--- src/rtl/approx_pixel_diff.sv ---
// Streaming approximate pixel subtractor: borrow-free low bits, absolute difference
// and per-block SAD through a 2-stage valid/ready pipeline with backpressure.
module approx_pixel_diff #(
    parameter int APPROX_BITS = 2,
    parameter int BLOCK_LEN   = 16,
    parameter int SAD_W       = 8 + $clog2(BLOCK_LEN)
) (
    input  logic             clk,
    input  logic             rst,
    input  logic             in_valid,
    output logic             in_ready,
    input  logic [7:0]       a,
    input  logic [7:0]       b,
    output logic             out_valid,
    input  logic             out_ready,
    output logic [8:0]       out_diff,
    output logic [7:0]       out_abs,
    output logic             out_last,
    output logic [SAD_W-1:0] out_sad
);

    localparam int               CNT_W    = (BLOCK_LEN > 1) ? $clog2(BLOCK_LEN) : 1;
    localparam logic [CNT_W-1:0] CNT_MAX  = CNT_W'(BLOCK_LEN - 1);
    localparam logic [8:0]       LOW_MASK = 9'((1 << APPROX_BITS) - 1);

    logic             adv;
    logic [8:0]       a_hi;
    logic [8:0]       b_hi;
    logic [8:0]       hi_diff;
    logic [8:0]       new_diff;

    logic [CNT_W-1:0] pair_cnt;
    logic             s1_valid;
    logic [8:0]       s1_diff;
    logic             s1_last;
    logic [8:0]       s1_neg;
    logic [7:0]       s1_abs;
    logic             first_beat;

    // Both stages move together; a bubble in S2 lets the whole pipe advance.
    assign adv      = !out_valid || out_ready;
    assign in_ready = adv;

    // The upper bits subtract with borrow-in 0; the low bits are a carry-free XOR,
    // so the borrow out of the low field is simply never generated.
    always_comb begin
        a_hi     = {1'b0, a} >> APPROX_BITS;
        b_hi     = {1'b0, b} >> APPROX_BITS;
        hi_diff  = a_hi - b_hi;
        new_diff = (hi_diff << APPROX_BITS) | ({1'b0, a ^ b} & LOW_MASK);
    end

    // The most negative difference is -255, so negation always fits in 8 bits.
    always_comb begin
        s1_neg = 9'd0 - s1_diff;
        s1_abs = s1_diff[8] ? s1_neg[7:0] : s1_diff[7:0];
    end

    // NOTE: sequential state uses non-blocking assignments so every register
    // samples the pre-edge values of its neighbours, regardless of statement order.
    always_ff @(posedge clk) begin
        if (rst) begin
            pair_cnt <= '0;
            s1_valid <= 1'b0;
            s1_diff  <= '0;
            s1_last  <= 1'b0;
        end else if (adv) begin
            s1_valid <= in_valid;
            if (in_valid) begin
                s1_diff  <= new_diff;
                s1_last  <= (pair_cnt == CNT_MAX);
                pair_cnt <= (pair_cnt == CNT_MAX) ? '0 : pair_cnt + 1'b1;
            end
        end
    end

    // out_sad doubles as the accumulator, so it always includes the beat on display.
    always_ff @(posedge clk) begin
        if (rst) begin
            out_valid  <= 1'b0;
            out_diff   <= '0;
            out_abs    <= '0;
            out_last   <= 1'b0;
            out_sad    <= '0;
            first_beat <= 1'b1;
        end else if (adv) begin
            out_valid <= s1_valid;
            if (s1_valid) begin
                out_diff   <= s1_diff;
                out_abs    <= s1_abs;
                out_last   <= s1_last;
                out_sad    <= first_beat ? SAD_W'(s1_abs) : out_sad + SAD_W'(s1_abs);
                first_beat <= s1_last;
            end
        end
    end

endmodule
--- config.mk ---
export PLATFORM = sky130hd
export DESIGN_NAME = approx_pixel_diff
export DESIGN_NICKNAME = d
export VERILOG_FILES = /design/src/rtl/approx_pixel_diff.sv
export SDC_FILE = /design/constraint.sdc
export NUM_CORES = 1
export LEC_CHECK = 0
export ABC_AREA = 1
export CAP_MARGIN = 20
export CORE_MARGIN = 8
export CORE_UTILIZATION = 45
export DETAILED_ROUTE_END_ITERATION = 8
export PLACE_DENSITY_LB_ADDON = 0.12
export SETUP_SLACK_MARGIN = 0.5
export SYNTH_ARGS = -nofsm -noshare
export SYNTH_HDL_FRONTEND = slang
export SYNTH_SLANG_ARGS = --single-unit
--- constraint.sdc ---
create_clock -name clk -period 1.9 [get_ports clk]
set_input_delay 0.38 -clock clk [delete_from_list [all_inputs] [get_ports clk]]
set_output_delay 0.38 -clock clk [all_outputs]
set_load 0.03 [all_outputs]
==> results by group, run 1 <==
Outcome
  – Status: finished with violations
  – Violated checks: negative setup slack

Synthesis
  – Top_reg_cell synth: dfxtp_1
  – Yosys warning count: 0
  – Distinct cells, synth: 30
  – Number of synthesized flops with an enable pin: 0
  – Synthesized area: 2670 um2
  – Post-Synthesis Cells: 382
  – Ys async rst share: 0%
  – Syn Area/Cell: 6.990 um2
  – Yosys reg bits: 46
  – Register area share after synthesis: 34.49%
  – Syn Nets: around 420

Timing
  – Slew @ Worst Pin: 0.2785 ns
  – Final hold violations: 0
  – Min setup slack post-route: -0.1306 ns
  – Setup Total Neg Slack: -0.5354 ns
  – Pins Over Slew Limit: 0
  – Worst clock skew: 0.003236 ns
  – Final Cycle Share: 106.9%
  – Peak Freq: 492.5 MHz
  – Final setup violation count: 7
  – Worst rel slew slack: 81.43%
  – RSZ-0062 raised after global routing: yes
  – Minimum clock period: 2.031 ns

Route
  – DR pass1 iterations: 4
  – DR vias/cell: 4.885
  – Remaining DRCs: 0
  – Antenna Nets Post-Route: 0
  – Routed WL: roughly 7000 um
  – Iter 0 DRT Violations: 78
  – DR WL/cell: 12.83 um
  – Detailed-route via count: 2677

Clock network
  – CTS Root Cell: clkbuf_8
  – CTS tree: built
  – Clock buffer count from CTS: 5
  – Clock-pin transition on the worst setup and hold timing paths: ~0.090 ns
  – CTS sink count: 46
  – CTS Buffer Depth: 2
  – Htree depth: 2
  – Hold-fix buffers, CTS: 0
  – Insertion delay to the later sink of the worst-skew pair: 0.30 ns

Power
  – PwrDens: 702.6 nW/um2
  – IR drop worst, VDD: around 0.31 mV
  – LEAKAGE: 1.884 nW

Place
  – Placed cell count: 529
  – # port buffers: 51
  – Hpwl dp: 5061 um
  – Final GP Congestion: 0.8588

Critical path
  – CP most frequent cell: nand2_2
  – Path depth of the worst reg2reg path: 13
  – CP arrival: around 2.2 ns
  – Worst r2r src: s1_diff[1]
  – Crit Path Max Fanout: 4
  – Max incr delay on CP: between 0.3 and 0.4 ns
  – Worst R2R Setup Slack: -0.13 ns
  – CP Cell Sequence: inv_4 > ha_4 > inv_2 > nand2_2 > xor2_2 > ha_1 > or2_4 > nand3_4 > nand2_2 > nand2_2 > nand2_4 > a21oi_2 > nor2_1
  – Crit end category: flip-flop
  – CP max stage cell: dfxtp_2
  – CP startpoint kind: flip-flop
  – CP Class: flip-flop to flip-flop
  – Worst path required time: 2.10 ns
  – R2R Path End: out_sad[9]

Global route
  – GRT busiest layer: met2
  – Vias in the first global route: 2717
  – GR Util met1: 18.23%
  – GRT Residual Overflow: 0
  – Met3 Usage GRT: 3.926%
  – First-pass GRT wire length: 11920 um
  – Initial antenna violation count: 0
  – Pin count of the biggest net entering global routing: 26
  – GR Util All Layers: 16.64%
  – Met2 GRT Util: a little under a third

Final layout
  – Antenna Cells: 0
  – Layout cells sized above 1: 34.88%
  – Register area: between 900 and 1000 um2
  – Fill cell count: 520
  – Area of the multi-input gates: 1715 um2
  – NumNets Final: 512
  – Non-filler cells, final: 548
  – Area grow syn2layout: 45.17%

Hold path
  – Hold depth: 3
  – Hold path startpoint: b[2]
  – Worst hold endpoint: s1_diff[2]
  – Hold Crit Class: input port to flip-flop

Floorplan
  – Floorplan die height: 93.03 um
  – Die area: 8655 um2
  – IO Pins: 52
  – Std cell rows: 28
  – Total core area: about 5800 um2
  – Initial Util: 45.91%
  – Horiz. Die Dim: 93.03 um

Run
  – Maximum capacitance violations: 0
cells in the final DEF (no fill, tap or decap), types with 3 or more instances in the layout:
| cell type | netlist | final |
|---|---|---|
| clkbuf_2 | 0 | 9 |
| dlygate4sd2_1 | 0 | 4 |
| a21oi_1 | 37 | 30 |
| nand2_1 | 89 | 73 |
| nand2_4 | 0 | 3 |
| nand3_2 | 1 | 4 |
| nor2_4 | 3 | 3 |
| xor2_1 | 8 | 5 |
| o21ai_1 | 7 | 7 |
| buf_4 | 2 | 40 |
| dfxtp_1 | 46 | 39 |
| a21oi_2 | 0 | 7 |
| ha_4 | 0 | 6 |
| buf_6 | 1 | 5 |
| inv_2 | 4 | 15 |
| inv_1 | 49 | 36 |
| nor2_1 | 40 | 39 |
| nand3b_1 | 3 | 3 |
| buf_2 | 7 | 10 |
| dfxtp_2 | 0 | 7 |
| nand3_1 | 23 | 19 |
| xor2_2 | 0 | 3 |
| o21ai_0 | 22 | 20 |
| clkdlybuf4s15_2 | 0 | 14 |
| a31oi_1 | 5 | 3 |
| nand2_2 | 0 | 13 |
| ha_1 | 18 | 12 |
| clkbuf_8 | 0 | 5 |
| clkdlybuf4s50_1 | 0 | 8 |
sequential cells by signal, indices dropped and copies added (netlist names):
register    flops
first_beat      1
out_last        1
out_diff        9
pair_cnt        4
s1_diff         9
out_abs         7
s1_last         1
s1_valid        1
out_sad        12
out_valid       1
cell families (layout without fill, tap and decap cells):
kind of cell,Yosys count,in the layout,share of synthesized area [%]
AO/OA/AOI/OAI,75,75,14.71
XOR/XNOR,8,8,2.624
adder cells (fa/ha/maj),20,20,9.935
buffers and inverters,67,158,10.59
flip-flops,46,46,34.49
AND/OR/NAND/NOR,166,166,27.65
worst max-delay path by stage:
stage | from | end | slack [ns] | depth (start not counted)
after floorplan | s1_diff[0] | out_sad[9] | -0.0003 | 13
after CTS | s1_diff[1] | out_sad[11] | -0.06 | 13
after global routing | s1_diff[1] | out_sad[9] | -0.27 | 14
after global placement | a[2] | s1_diff[8] | -0.23 | 9
after detailed placement | a[2] | s1_diff[8] | -0.27 | 9
final | s1_diff[1] | out_sad[9] | -0.13 | 13
worst max-delay path, delay by kind of cell (launching register included):
family	cells	cell delay, ns
xor+xnor	1	0.19
flops	1	0.36
fa+ha+maj	2	0.48
buf+inv	2	0.09
compound gates	1	0.13
simple gates	7	0.68
cells in the mapped netlist (4+ instances only):
cell type	number	area, um2
inv_1	49	183.9
nand2_1	89	334.1
xor2_1	8	70.07
a21oi_1	37	185.2
ha_1	18	225.2
a31oi_1	5	31.28
inv_2	4	15.01
o21ai_0	22	110.1
buf_2	7	35.03
nand3_1	23	115.1
o21ai_1	7	35.03
dfxtp_1	46	920.9
nor2_1	40	150.1
area by class of cell:
type / count / area share (%)
multi-input cells: 269 / 44.25
inverters: 55 / 5.907
flip-flops and latches: 46 / 23.98
clock inverters: 3 / 1.033
repair buffers: 95 / 20.63
well taps: 75 / 2.421
clock buffers: 5 / 1.775
per-stage QoR:
stage	setup WS (ns)	utilization, %	power (mW)	instance area, um2	hold slack, ns
global placement	-0.2329	60.61	1.908	3525	0.4566
finish	-0.1306	66.65	2.724	3876	0.3568
global route	-0.2657	66.65	2.882	3876	0.3566
detailed placement	-0.2728	60.61	1.925	3525	0.4681
floorplan	-0.0003092	-	1.589	2731	0.4484
CTS	-0.06252	64.65	2.682	3760	0.3854
report_power, final:
part / leakage (nW) / total, mW / internal, mW / switching [mW]
Clock: 0.0579 / 0.732 / 0.388 / 0.345
Combinational: 1.45 / 0.905 / 0.409 / 0.496
Sequential: 0.380 / 1.09 / 1.03 / 0.0543
Total: 1.88 / 2.72 / 1.83 / 0.895
per-layer routing:
layer | share of wire, % | up-vias
met3 | 4.0 | 6
li1 | - | 1404
met5 | 0 | -
met1 | 44 | 1230
met2 | 51 | 37
met4 | 0.98 | 0
what timing repair did:
| action | in CTS | in global routing |
|---|---|---|
| gates resized for setup | 136 | 60 |
| setup buffers | 5 | 6 |
| pin swaps | 17 | 25 |
| setup endpoints to repair | 52 | 31 |
Power figures use the tool's default switching activity.
==> inputs of run 2 (changes only) <==
--- a/config.mk
+++ b/config.mk
@@ -8,7 +8,7 @@
 export ABC_AREA = 1
 export CAP_MARGIN = 20
 export CORE_MARGIN = 8
-export CORE_UTILIZATION = 45
+export CORE_UTILIZATION = 47
 export DETAILED_ROUTE_END_ITERATION = 8
 export PLACE_DENSITY_LB_ADDON = 0.12
 export SETUP_SLACK_MARGIN = 0.5
==> run 2 against run 1 <==
The run still ends with negative setup slack left. First-iteration DRC count grew 100%. Via count grew 6.1%. Sequential share of layout area shrank 1.6 points. Sequential cell count is the same. Utilization grew 8.9 points. Critical endpoint is now out_sad[10].
==> results by group, run 2 (synthesis results as in run 1) <==
Floorplan
  – Initial Util: 48.49% (was 45.91%)
  – Total core area: 5507 um2 (was 5816 um2)
  – Std cell rows: 27 (was 28)
  – Floorplan die height: 91.37 um (was 93.03 um)
  – IO Pins: 52 (unchanged)
  – Die area: 8348 um2 (was 8655 um2)
  – Horiz. Die Dim: 91.37 um (was 93.03 um)

Run
  – Maximum capacitance violations: 0 (unchanged)

Final layout
  – Antenna Cells: 0 (unchanged)
  – Fill cell count: 399 (was 520)
  – Max reg flops: 12 (unchanged)
  – Largest reg by FF count: out_sad (unchanged)
  – NumNets Final: 518 (was 512)
  – Non-filler cells, final: 551 (was 548)
  – Most frequent cells in the layout: nand2_1 (59), buf_4 (38), dfxtp_1 (37), inv_1 (34), nor2_1 (34) (was nand2_1 (73), buf_4 (40), nor2_1 (39), dfxtp_1 (39), inv_1 (36))
  – Area grow syn2layout: 55.81% (was 45.17%)
  – Area of the multi-input gates: 1926 um2 (was 1715 um2)
  – Most common cell after layout, fill and taps aside: nand2_1 (unchanged)
  – Register area: 932.1 um2 (was 929.6 um2)
  – Top flop regs: out_sad (12), out_diff (9), s1_diff (9) (unchanged)
  – Layout cells sized above 1: 42.80% (was 34.88%)

Hold path
  – Hold Crit Class: input port to flip-flop (unchanged)
  – Worst hold endpoint: s1_diff[2] (unchanged)
  – Hold path startpoint: b[2] (unchanged)
  – Hold depth: 3 (unchanged)

Route
  – DR pass1 iterations: 4 (unchanged)
  – DR WL/cell: 14.55 um (was 12.83 um)
  – Routed length on met1: 3300 um (was 3065 um)
  – Met2 WL: 4253 um (was 3613 um)
  – Routed WL: 8018 um (was 7030 um)
  – Antenna Nets Post-Route: 0 (unchanged)
  – Remaining DRCs: 0 (unchanged)
  – Detailed-route via count: 2840 (was 2677)
  – DR vias/cell: 5.154 (was 4.885)
  – WL met3: 340 um (was 281 um)
  – Iter 0 DRT Violations: 157 (was 78)
  – Max layer used: met4 (unchanged)

Power
  – Register share of total power: 37.9% (was 39.9%)
  – Clock Power Share: 25.8% (was 26.9%)
  – Comb power frac: 36.4% (was 33.2%)
  – Net Switching: 0.9886 mW (was 0.8955 mW)
  – Sw frac: 34.13% (was 32.88%)
  – PwrDens: 696.2 nW/um2 (was 702.6 nW/um2)
  – LEAKAGE: 1.938 nW (was 1.884 nW)
  – IR drop worst, VDD: 0.3812 mV (was 0.3128 mV)
  – Internal power: 1.908 mW (was 1.828 mW)

Global route
  – First-pass GRT wire length: 12360 um (was 11920 um)
  – Vias in the first global route: 2784 (was 2717)
  – Initial antenna violation count: 0 (unchanged)
  – Pin count of the biggest net entering global routing: 19 (was 26)
  – GRT Residual Overflow: 0 (unchanged)
  – GR Util All Layers: 17.58% (was 16.64%)

Clock network
  – CTS Root Cell: clkbuf_8 (unchanged)
  – Insertion delay to the later sink of the worst-skew pair: 0.31 ns (was 0.30 ns)
  – CTS sink count: 46 (unchanged)
  – Clock-pin transition on the worst setup and hold timing paths: 0.09 ns (about the same)
  – Hold-fix buffers, CTS: 0 (unchanged)
  – CTS tree: built (unchanged)
  – CTS Buffer Depth: 2 (unchanged)
  – Clock buffer count from CTS: 5 (unchanged)
  – Htree depth: 2 (unchanged)

Critical path
  – CP Class: flip-flop to flip-flop (unchanged)
  – Worst r2r src: s1_diff[1] (unchanged)
  – Crit Path Max Fanout: 4 (unchanged)
  – CP arrival: 2.19 ns (was 2.23 ns)
  – R2R Path End: out_sad[10] (was out_sad[9])
  – CP startpoint kind: flip-flop (unchanged)
  – Worst R2R Setup Slack: -0.08 ns (was -0.13 ns)
  – Crit end category: flip-flop (unchanged)
  – Worst path required time: 2.11 ns (was 2.10 ns)
  – Path depth of the worst reg2reg path: 15 (was 13)

Place
  – # port buffers: 51 (unchanged)
  – Setup slack at placement: -0.2731 ns (was -0.2728 ns)
  – Final GP Congestion: 0.8510 (was 0.8588)
  – Hpwl dp: 5184 um (was 5061 um)
  – Placed cell count: 527 (was 529)

Outcome
  – Status: finished with violations (unchanged)
  – Violated checks: negative setup slack (unchanged)

Timing
  – Final hold violations: 0 (unchanged)
  – Final setup violation count: 7 (unchanged)
  – Min setup slack post-route: -0.07884 ns (was -0.1306 ns)
  – Worst rel slew slack: 83.32% (was 81.43%)
  – Minimum clock period: 1.979 ns (was 2.031 ns)
  – RSZ-0062 raised after global routing: yes (unchanged)
  – Pins Over Slew Limit: 0 (unchanged)
  – Slew @ Worst Pin: 0.2499 ns (was 0.2785 ns)
  – Peak Freq: 505.3 MHz (was 492.5 MHz)
  – Worst clock skew: 0.01032 ns (was 0.003236 ns)
  – Final Cycle Share: 104.1% (was 106.9%)
[run 2: cell types whose count changed in the layout (fill, tap and decap cells not counted), sizes merged]
cell	previous run	this run
buf	57	64
clkdlybuf4s18	0	1
clkinv	4	2
dlygate4sd2	4	3
dlymetal6s2s	2	3
[run 2: how the worst max path moves through the flow]
stage	cells after the start	endpoint	from	slack (ns)
after global placement	9	s1_diff[8]	a[2]	-0.23
after floorplan	13	out_sad[9]	s1_diff[0]	-0.0003
after detailed placement	9	s1_diff[8]	a[2]	-0.27
final	15	out_sad[10]	s1_diff[1]	-0.08
after global routing	14	out_sad[9]	s1_diff[1]	-0.18
after CTS	13	out_sad[11]	s1_diff[1]	-0.05
[run 2: layer usage]
| metal | vias to the layer above | global-route usage (%) |
|---|---|---|
| met2 | 72 | 32.65 |
| met1 | 1336 | 19.05 |
| li1 | 1420 | - |
| met3 | 12 | 4.033 |
| met4 | 0 | 5.866 |
| met5 | - | 0 |
[run 2: what timing repair did]
| item | 4_1_cts | 5_1_grt |
|---|---|---|
| setup buffers | 6 | 10 |
| pin swaps | 25 | 43 |
| gates cloned | 0 | 0 |
| gates resized for setup | 149 | 109 |
| endpoints found under the setup margin | 54 | 38 |
[run 2: final cells by class]
| class | instances | share of cell area, % |
|---|---|---|
| flip-flops and latches | 46 | 22.41 |
| multi-input cells | 269 | 46.29 |
| repair buffers | 101 | 20.96 |
| well taps | 72 | 2.165 |
| inverters | 55 | 5.624 |
| clock inverters | 1 | 0.7218 |
| clock buffers | 7 | 1.835 |
[run 2: power groups by stage]
stage          Sequential, mW  Combinational [mW]  Clock [mW]
2_1_floorplan            1.17               0.421           0
3_3_place_gp             1.10               0.802           0
3_5_place_dp             1.10               0.821           0
4_1_cts                  1.08               0.879       0.752
5_1_grt                  1.10                1.14       0.797
6_report                 1.10                1.05       0.747
[run 2: worst max-delay path, stage by stage (launching register included)]
cell,delay [ns]
dfxtp_2,0.38
inv_4,0.06
ha_4,0.17
nand2_2,0.08
nand2_4,0.06
xor2_4,0.17
ha_4,0.29
nand2_1,0.07
nor2_1,0.08
nand3_1,0.10
nand2_2,0.11
nand3_2,0.07
nand2_2,0.09
nand2_2,0.06
nand2_2,0.07
inv_2,0.03
[run 2: per-stage QoR]
stage          power (mW)  util [%]  hold slack, ns  setup TNS [ns]  area [um2]
6_report            2.897     75.55          0.3603         -0.3788        4160
3_3_place_gp        1.902     64.08          0.4577         -0.6633        3528
2_1_floorplan       1.589         -          0.4484      -0.0003092        2731
4_1_cts             2.715     69.37          0.3715         -0.1719        3820
3_5_place_dp        1.923     64.08          0.4558         -0.9635        3528
5_1_grt             3.046     75.55          0.3703          -1.186        4160
